File: config.mk
export PLATFORM = sky130hd
export DESIGN_NAME = xc_malu_seq
export DESIGN_NICKNAME = d
export VERILOG_FILES = /design/src/rtl/xc_malu_pkg.sv /design/src/rtl/xc_malu_seq_dec.sv /design/src/rtl/xc_malu_seq.sv
export SDC_FILE = /design/constraint.sdc
export NUM_CORES = 1
export LEC_CHECK = 0
export CAP_MARGIN = 20
export CORE_ASPECT_RATIO = 2
export CORE_UTILIZATION = 25
export DETAILED_ROUTE_END_ITERATION = 6
export GPL_TIMING_DRIVEN = 1
export PLACE_DENSITY_LB_ADDON = 0.3
export SLEW_MARGIN = 25
export SYNTH_ARGS = -nofsm -noshare
export SYNTH_HDL_FRONTEND = slang
export SYNTH_SLANG_ARGS = --single-unit
File: constraint.sdc
create_clock -name clock -period 2.6 [get_ports clock]
set_clock_uncertainty 0.2 [all_clocks]
set_input_delay 0.65 -clock clock [delete_from_list [all_inputs] [get_ports clock]]
set_output_delay 0.65 -clock clock [all_outputs]
set_load 0.01 [all_outputs]
File: src/rtl/xc_malu_pkg.sv
// Shared encodings and types for the xc_malu multiply/divide unit
// and its issue-side sequencer.
package xc_malu_pkg;

    localparam logic [3:0] OP_DIV  = 4'd0;
    localparam logic [3:0] OP_REM  = 4'd1;
    localparam logic [3:0] OP_MUL  = 4'd2;
    localparam logic [3:0] OP_MADD = 4'd3;
    localparam logic [3:0] OP_MSUB = 4'd4;
    localparam logic [3:0] OP_MACC = 4'd5;

    localparam logic [2:0] PW_32 = 3'd0;
    localparam logic [2:0] PW_16 = 3'd1;
    localparam logic [2:0] PW_8  = 3'd2;
    localparam logic [2:0] PW_4  = 3'd3;
    localparam logic [2:0] PW_2  = 3'd4;

    typedef enum logic [1:0] {
        S_IDLE,
        S_ISSUE1,
        S_ISSUE2,
        S_RESP
    } seq_state_t;

    typedef struct packed {
        logic div;
        logic rem;
        logic mul;
        logic madd;
        logic msub_1;
        logic msub_2;
        logic macc_1;
        logic macc_2;
    } uop_t;

    typedef struct packed {
        logic p32;
        logic p16;
        logic p8;
        logic p4;
        logic p2;
    } pw_t;

endpackage

File: src/rtl/xc_malu_seq_dec.sv
// Decode of a request op/pw into first-phase one-hot micro-op and
// packed-width lines, plus the illegal-request flag.
module xc_malu_seq_dec
    import xc_malu_pkg::*;
(
    input  logic [3:0] op,
    input  logic [2:0] pw,
    output uop_t       uop,
    output pw_t        pw_oh,
    output logic       illegal
);

    always_comb begin
        uop     = '0;
        pw_oh   = '0;
        illegal = (op > OP_MACC) || (pw > PW_2);
        unique case (op)
            OP_DIV:  uop.div    = 1'b1;
            OP_REM:  uop.rem    = 1'b1;
            OP_MUL:  uop.mul    = 1'b1;
            OP_MADD: uop.madd   = 1'b1;
            OP_MSUB: uop.msub_1 = 1'b1;
            OP_MACC: uop.macc_1 = 1'b1;
            default: ;
        endcase
        unique case (pw)
            PW_32:   pw_oh.p32 = 1'b1;
            PW_16:   pw_oh.p16 = 1'b1;
            PW_8:    pw_oh.p8  = 1'b1;
            PW_4:    pw_oh.p4  = 1'b1;
            PW_2:    pw_oh.p2  = 1'b1;
            default: ;
        endcase
    end

endmodule

File: src/rtl/xc_malu_seq.sv
// Issue-side sequencer for xc_malu: one request in flight, two-phase
// ops split into _1/_2 micro-ops with the intermediate kept in acc.
module xc_malu_seq
    import xc_malu_pkg::*;
(
    input  logic        clock,
    input  logic        resetn,
    input  logic        abort,
    input  logic        req_valid,
    output logic        req_ready,
    input  logic [3:0]  req_op,
    input  logic        req_lh_sign,
    input  logic        req_rh_sign,
    input  logic        req_carryless,
    input  logic [2:0]  req_pw,
    input  logic [31:0] req_rs1,
    input  logic [31:0] req_rs2,
    input  logic [31:0] req_rs3,
    output logic        rsp_valid,
    input  logic        rsp_ready,
    output logic [63:0] rsp_result,
    output logic        malu_valid,
    input  logic        malu_ready,
    output logic        malu_flush,
    output logic [31:0] malu_rs1,
    output logic [31:0] malu_rs2,
    output logic [31:0] malu_rs3,
    output logic        malu_uop_div,
    output logic        malu_uop_rem,
    output logic        malu_uop_mul,
    output logic        malu_uop_madd,
    output logic        malu_uop_msub_1,
    output logic        malu_uop_msub_2,
    output logic        malu_uop_macc_1,
    output logic        malu_uop_macc_2,
    output logic        malu_mod_lh_sign,
    output logic        malu_mod_rh_sign,
    output logic        malu_mod_carryless,
    output logic        malu_pw_32,
    output logic        malu_pw_16,
    output logic        malu_pw_8,
    output logic        malu_pw_4,
    output logic        malu_pw_2,
    input  logic [63:0] malu_result
);

    seq_state_t  state;
    uop_t        uop_q;
    pw_t         pw_q;
    logic        lh_q;
    logic        rh_q;
    logic        cl_q;
    logic [31:0] rs1_q;
    logic [31:0] rs2_q;
    logic [31:0] rs3_q;
    logic [63:0] acc_q;
    logic [63:0] res_q;

    uop_t        dec_uop;
    pw_t         dec_pw;
    logic        dec_illegal;
    logic        two_phase;
    logic        in_issue2;

    xc_malu_seq_dec u_dec (
        .op      (req_op),
        .pw      (req_pw),
        .uop     (dec_uop),
        .pw_oh   (dec_pw),
        .illegal (dec_illegal)
    );

    assign two_phase = uop_q.msub_1 | uop_q.macc_1;
    assign in_issue2 = (state == S_ISSUE2);

    always_ff @(posedge clock) begin
        if (!resetn) begin
            state <= S_IDLE;
            uop_q <= '0;
            pw_q  <= '0;
            lh_q  <= 1'b0;
            rh_q  <= 1'b0;
            cl_q  <= 1'b0;
            rs1_q <= '0;
            rs2_q <= '0;
            rs3_q <= '0;
            acc_q <= '0;
            res_q <= '0;
        end else if (abort) begin
            // Any same-cycle xc_malu completion is dropped with the op.
            state <= S_IDLE;
        end else begin
            unique case (state)
                S_IDLE: begin
                    if (req_valid) begin
                        uop_q <= dec_uop;
                        pw_q  <= dec_pw;
                        lh_q  <= req_lh_sign;
                        rh_q  <= req_rh_sign;
                        cl_q  <= req_carryless;
                        rs1_q <= req_rs1;
                        rs2_q <= req_rs2;
                        rs3_q <= req_rs3;
                        if (dec_illegal) begin
                            res_q <= '0;
                            state <= S_RESP;
                        end else begin
                            state <= S_ISSUE1;
                        end
                    end
                end
                S_ISSUE1: begin
                    if (malu_ready) begin
                        if (two_phase) begin
                            acc_q <= malu_result;
                            uop_q <= '{msub_2: uop_q.msub_1,
                                       macc_2: uop_q.macc_1,
                                       default: 1'b0};
                            state <= S_ISSUE2;
                        end else begin
                            res_q <= malu_result;
                            state <= S_RESP;
                        end
                    end
                end
                S_ISSUE2: begin
                    if (malu_ready) begin
                        res_q <= malu_result;
                        state <= S_RESP;
                    end
                end
                S_RESP: begin
                    if (rsp_ready) state <= S_IDLE;
                end
                default: state <= S_IDLE;
            endcase
        end
    end

    // Reset is synchronous, so outputs are gated to read 0 during it.
    assign req_ready  = resetn && !abort && (state == S_IDLE);
    assign rsp_valid  = resetn && (state == S_RESP);
    assign rsp_result = resetn ? res_q : '0;
    assign malu_valid = resetn &&
                        ((state == S_ISSUE1) || (state == S_ISSUE2));
    assign malu_flush = malu_valid && (malu_ready || abort);

    assign malu_rs1 = !resetn ? '0 : (in_issue2 ? acc_q[31:0] : rs1_q);
    assign malu_rs2 = !resetn ? '0 : (in_issue2 ? acc_q[63:32] : rs2_q);
    assign malu_rs3 = resetn ? rs3_q : '0;

    assign {malu_uop_div, malu_uop_rem, malu_uop_mul, malu_uop_madd,
            malu_uop_msub_1, malu_uop_msub_2,
            malu_uop_macc_1, malu_uop_macc_2} = resetn ? uop_q : '0;

    assign malu_mod_lh_sign   = resetn && lh_q;
    assign malu_mod_rh_sign   = resetn && rh_q;
    assign malu_mod_carryless = resetn && cl_q;

    assign {malu_pw_32, malu_pw_16, malu_pw_8,
            malu_pw_4, malu_pw_2} = resetn ? pw_q : '0;

endmodule

==> flow_summary.yaml <==
outcome:
  status: "finished with violations"
  violations: "setup timing"
pwr:
  p_leak_nw: 7.41
  power.density_nw_per_um2: 537
  peakVddDrop_uv: 489
hold_path:
  holdPathStages: 2
  worstHoldPathType: "reg -> reg"
cts:
  clock-root-buffer: "clkbuf_16"
  cts_sinks: 242
  clk_latency_ns: 0.55
  path_clk_slew_ns: 0.06
  holdBufCountCts: 0
  clk_path_buf_depth: 3
  cts-buffers-inserted: 27
  htreeDepth: 1
  cts_tree: "done"
logic_synthesis:
  yosys_register_bits: 242
  synthArstFlopShare: 0
  syn_area_sq_um: 11200
  yosysWarnings: 0
  ys.flop_type: "dfxtp_1"
  synthDistinctLibCells: 42
  synth_edf_count: 0
  postSynthCellCount: 1349
  yosysSeqAreaShare: 0.434
  syn-num-nets: 1530
  syn_avg_cell_area_sq_um: 8.27
placement:
  dp_cells: 2277
  globalplace.congestion: 0.801
  pre_cts_ws_ns: -0.259
  dpl_cell_area_sq_um: 16000
  numPortBuffers: 355
  dp_hpwl_um: 28300
detailed_routing:
  vias: 10400
  drc: 0
  viasPerCell: 4.40
  postRouteAntennaNets: 0
  post_drt_wl_per_cell_um: 17.0
  firstDrtPassIters: 4
  first_iter_violations: 286
  routed_wl_um: 40200
timing:
  hold_ws_ns: 0.256
  slew_headroom: 0.536
  rsz0062_at_grt: "true"
  finalSetupViolCount: 65
  post-route-period-util: 1.10
  worst_slew_pin_slew_ns: 0.696
  final.min_clock_period_ns: 2.86
  clock.fmax_ghz: 0.350
  report.final.slew_viol_count: 0
  setup_ws_ns: -0.260
  hold_viol: 0
run:
  drv_cap: 0
floorplanning:
  start_util: 0.253
  fp.dieArea_sq_um: 45500
  coreArea_sq_um: 44100
  io_pins: 356
  dieHeight_um: 301
  die_x_um: 151
  rows: 109
cells_and_area:
  areaGrowthSynthToFinish_pct: 55.3
  fin_cells: 2363
  layout_commonest_cell: "nand2_1"
  nNetsFinal: 1959
  most-common-layout-cells: "nand2_1, dfxtp_1, clkdlybuf4s50_1, a21boi_0, mux2i_1"
  layout-drive-gt1-share: 0.166
  fill_cells: 4519
  stdcell_area_sq_um: 17300
grt:
  antenna_found_initial: 14
  grt_pass1_vias: 10700
  grt_pass1_wl_um: 60300
  grt_max_degree: 63
  grt_remaining_overflow: 0
  grt_util_all_layers: 0.175
setup_path:
  critical_path_class: "reg -> out"
  required_ns: 1.75
  r2r_cells: 10
  timing.critical_path.arrival_ns: 2.01
  start_kind: "flop"
  end_kind: "primary output"
  worstPathMaxFanout: 7
==> cell usage after synthesis, drive strengths merged, types with 3 or more instances <==
master	number	share of area
nand2	467	0.16
dfxtp	242	0.43
a21boi	165	0.11
mux2i	128	0.11
inv	75	0.025
nor2b	69	0.039
clkbuf	54	0.023
and2	42	0.024
buf	41	0.032
nor2	11	0.0039
o21ai	10	0.0045
ha	5	0.0056
a211oi	3	0.0020
a21oi	3	0.0013
dlygate4sd1	3	0.0024
nand3	3	0.0013
nand3b	3	0.0020
==> stage by stage <==
stage / utilization / TNS [ns] / power, mW
after floorplan: - / 0 / 4.63
after global placement: 0.363 / -27.17 / 5.37
after detailed placement: 0.363 / -27.71 / 5.38
after CTS: 0.389 / -12.06 / 9.45
after global routing: 0.393 / -15.82 / 9.72
final: 0.393 / -9.55 / 9.31
==> flip-flops by register name, summed over array words and instances, names as in the netlist <==
name,cells
cl_q,1
acc_q,64
rs2_q,32
pw_q,5
rh_q,1
state,2
lh_q,1
uop_q,8
res_q,64
rs3_q,32
rs1_q,32
==> where the power goes <==
part | switching, mW | internal [mW] | total (mW)
Combinational | 0.692 | 0.853 | 1.54
Clock | 1.60 | 2.28 | 3.88
Sequential | 0.0616 | 3.83 | 3.89
Total | 2.35 | 6.96 | 9.31
==> final cells by class <==
cell class	count	area [sq um]	share of cell area
well taps	555	694	0.0401
repair buffers	498	4900	0.283
clock inverters	11	119	0.00686
multi-input cells	934	5680	0.328
diodes	10	25.0	0.00144
clock buffers	38	777	0.0448
flip-flops and latches	242	4850	0.280
inverters	75	282	0.0162
==> cells by family after synthesis <==
logic type | share of synthesized area
adder cells (fa/ha/maj) | 0.00561
multiplexers | 0.115
AND/OR/NAND/NOR | 0.237
AO/OA/AOI/OAI | 0.127
flip-flops | 0.434
buffers and inverters | 0.0820
==> routing by layer <==
| layer | wire (um) | share of wire | GRT usage |
|---|---|---|---|
| met1 | 14200 | 0.35 | 0.173 |
| met2 | 21800 | 0.54 | 0.330 |
| met3 | 2340 | 0.058 | 0.0371 |
| met4 | 1790 | 0.045 | 0.0976 |
| met5 | 51 | 0.0013 | 0 |
==> worst paths after layout <==
check / start / end / slack [ns]
min: rs3_q[7]$_SDFFE_PN0P_ / rs3_q[7]$_SDFFE_PN0P_ / 0.26
min reg2reg: rs3_q[7]$_SDFFE_PN0P_ / rs3_q[7]$_SDFFE_PN0P_ / 0.26
max reg2reg: state[0]$_SDFFE_PP0P_ / res_q[39]$_SDFFE_PN0P_ / 0.08
max: state[0]$_SDFFE_PP0P_ / malu_rs2[14] / -0.26
==> worst max-delay path, stage by stage, from the launching register on <==
cell and delay, ns:
dfxtp_2 0.33, inv_2 0.05, ha_4 0.17, buf_12 0.15
buf_12 0.15, buf_4 0.14, mux2i_2 0.14, nor2b_2 0.16
buf_2 0.16
==> what timing repair did <==
| action | CTS | global route |
|---|---|---|
| gates cloned | 9 | 0 |
| setup buffers | 13 | 9 |
| endpoints found under the hold margin | 0 | 0 |
| pin swaps | 1 | 1 |
| setup endpoints to repair | 163 | 72 |
| resized for setup | 430 | 25 |
No activity file was read; power rests on OpenSTA's default activity.
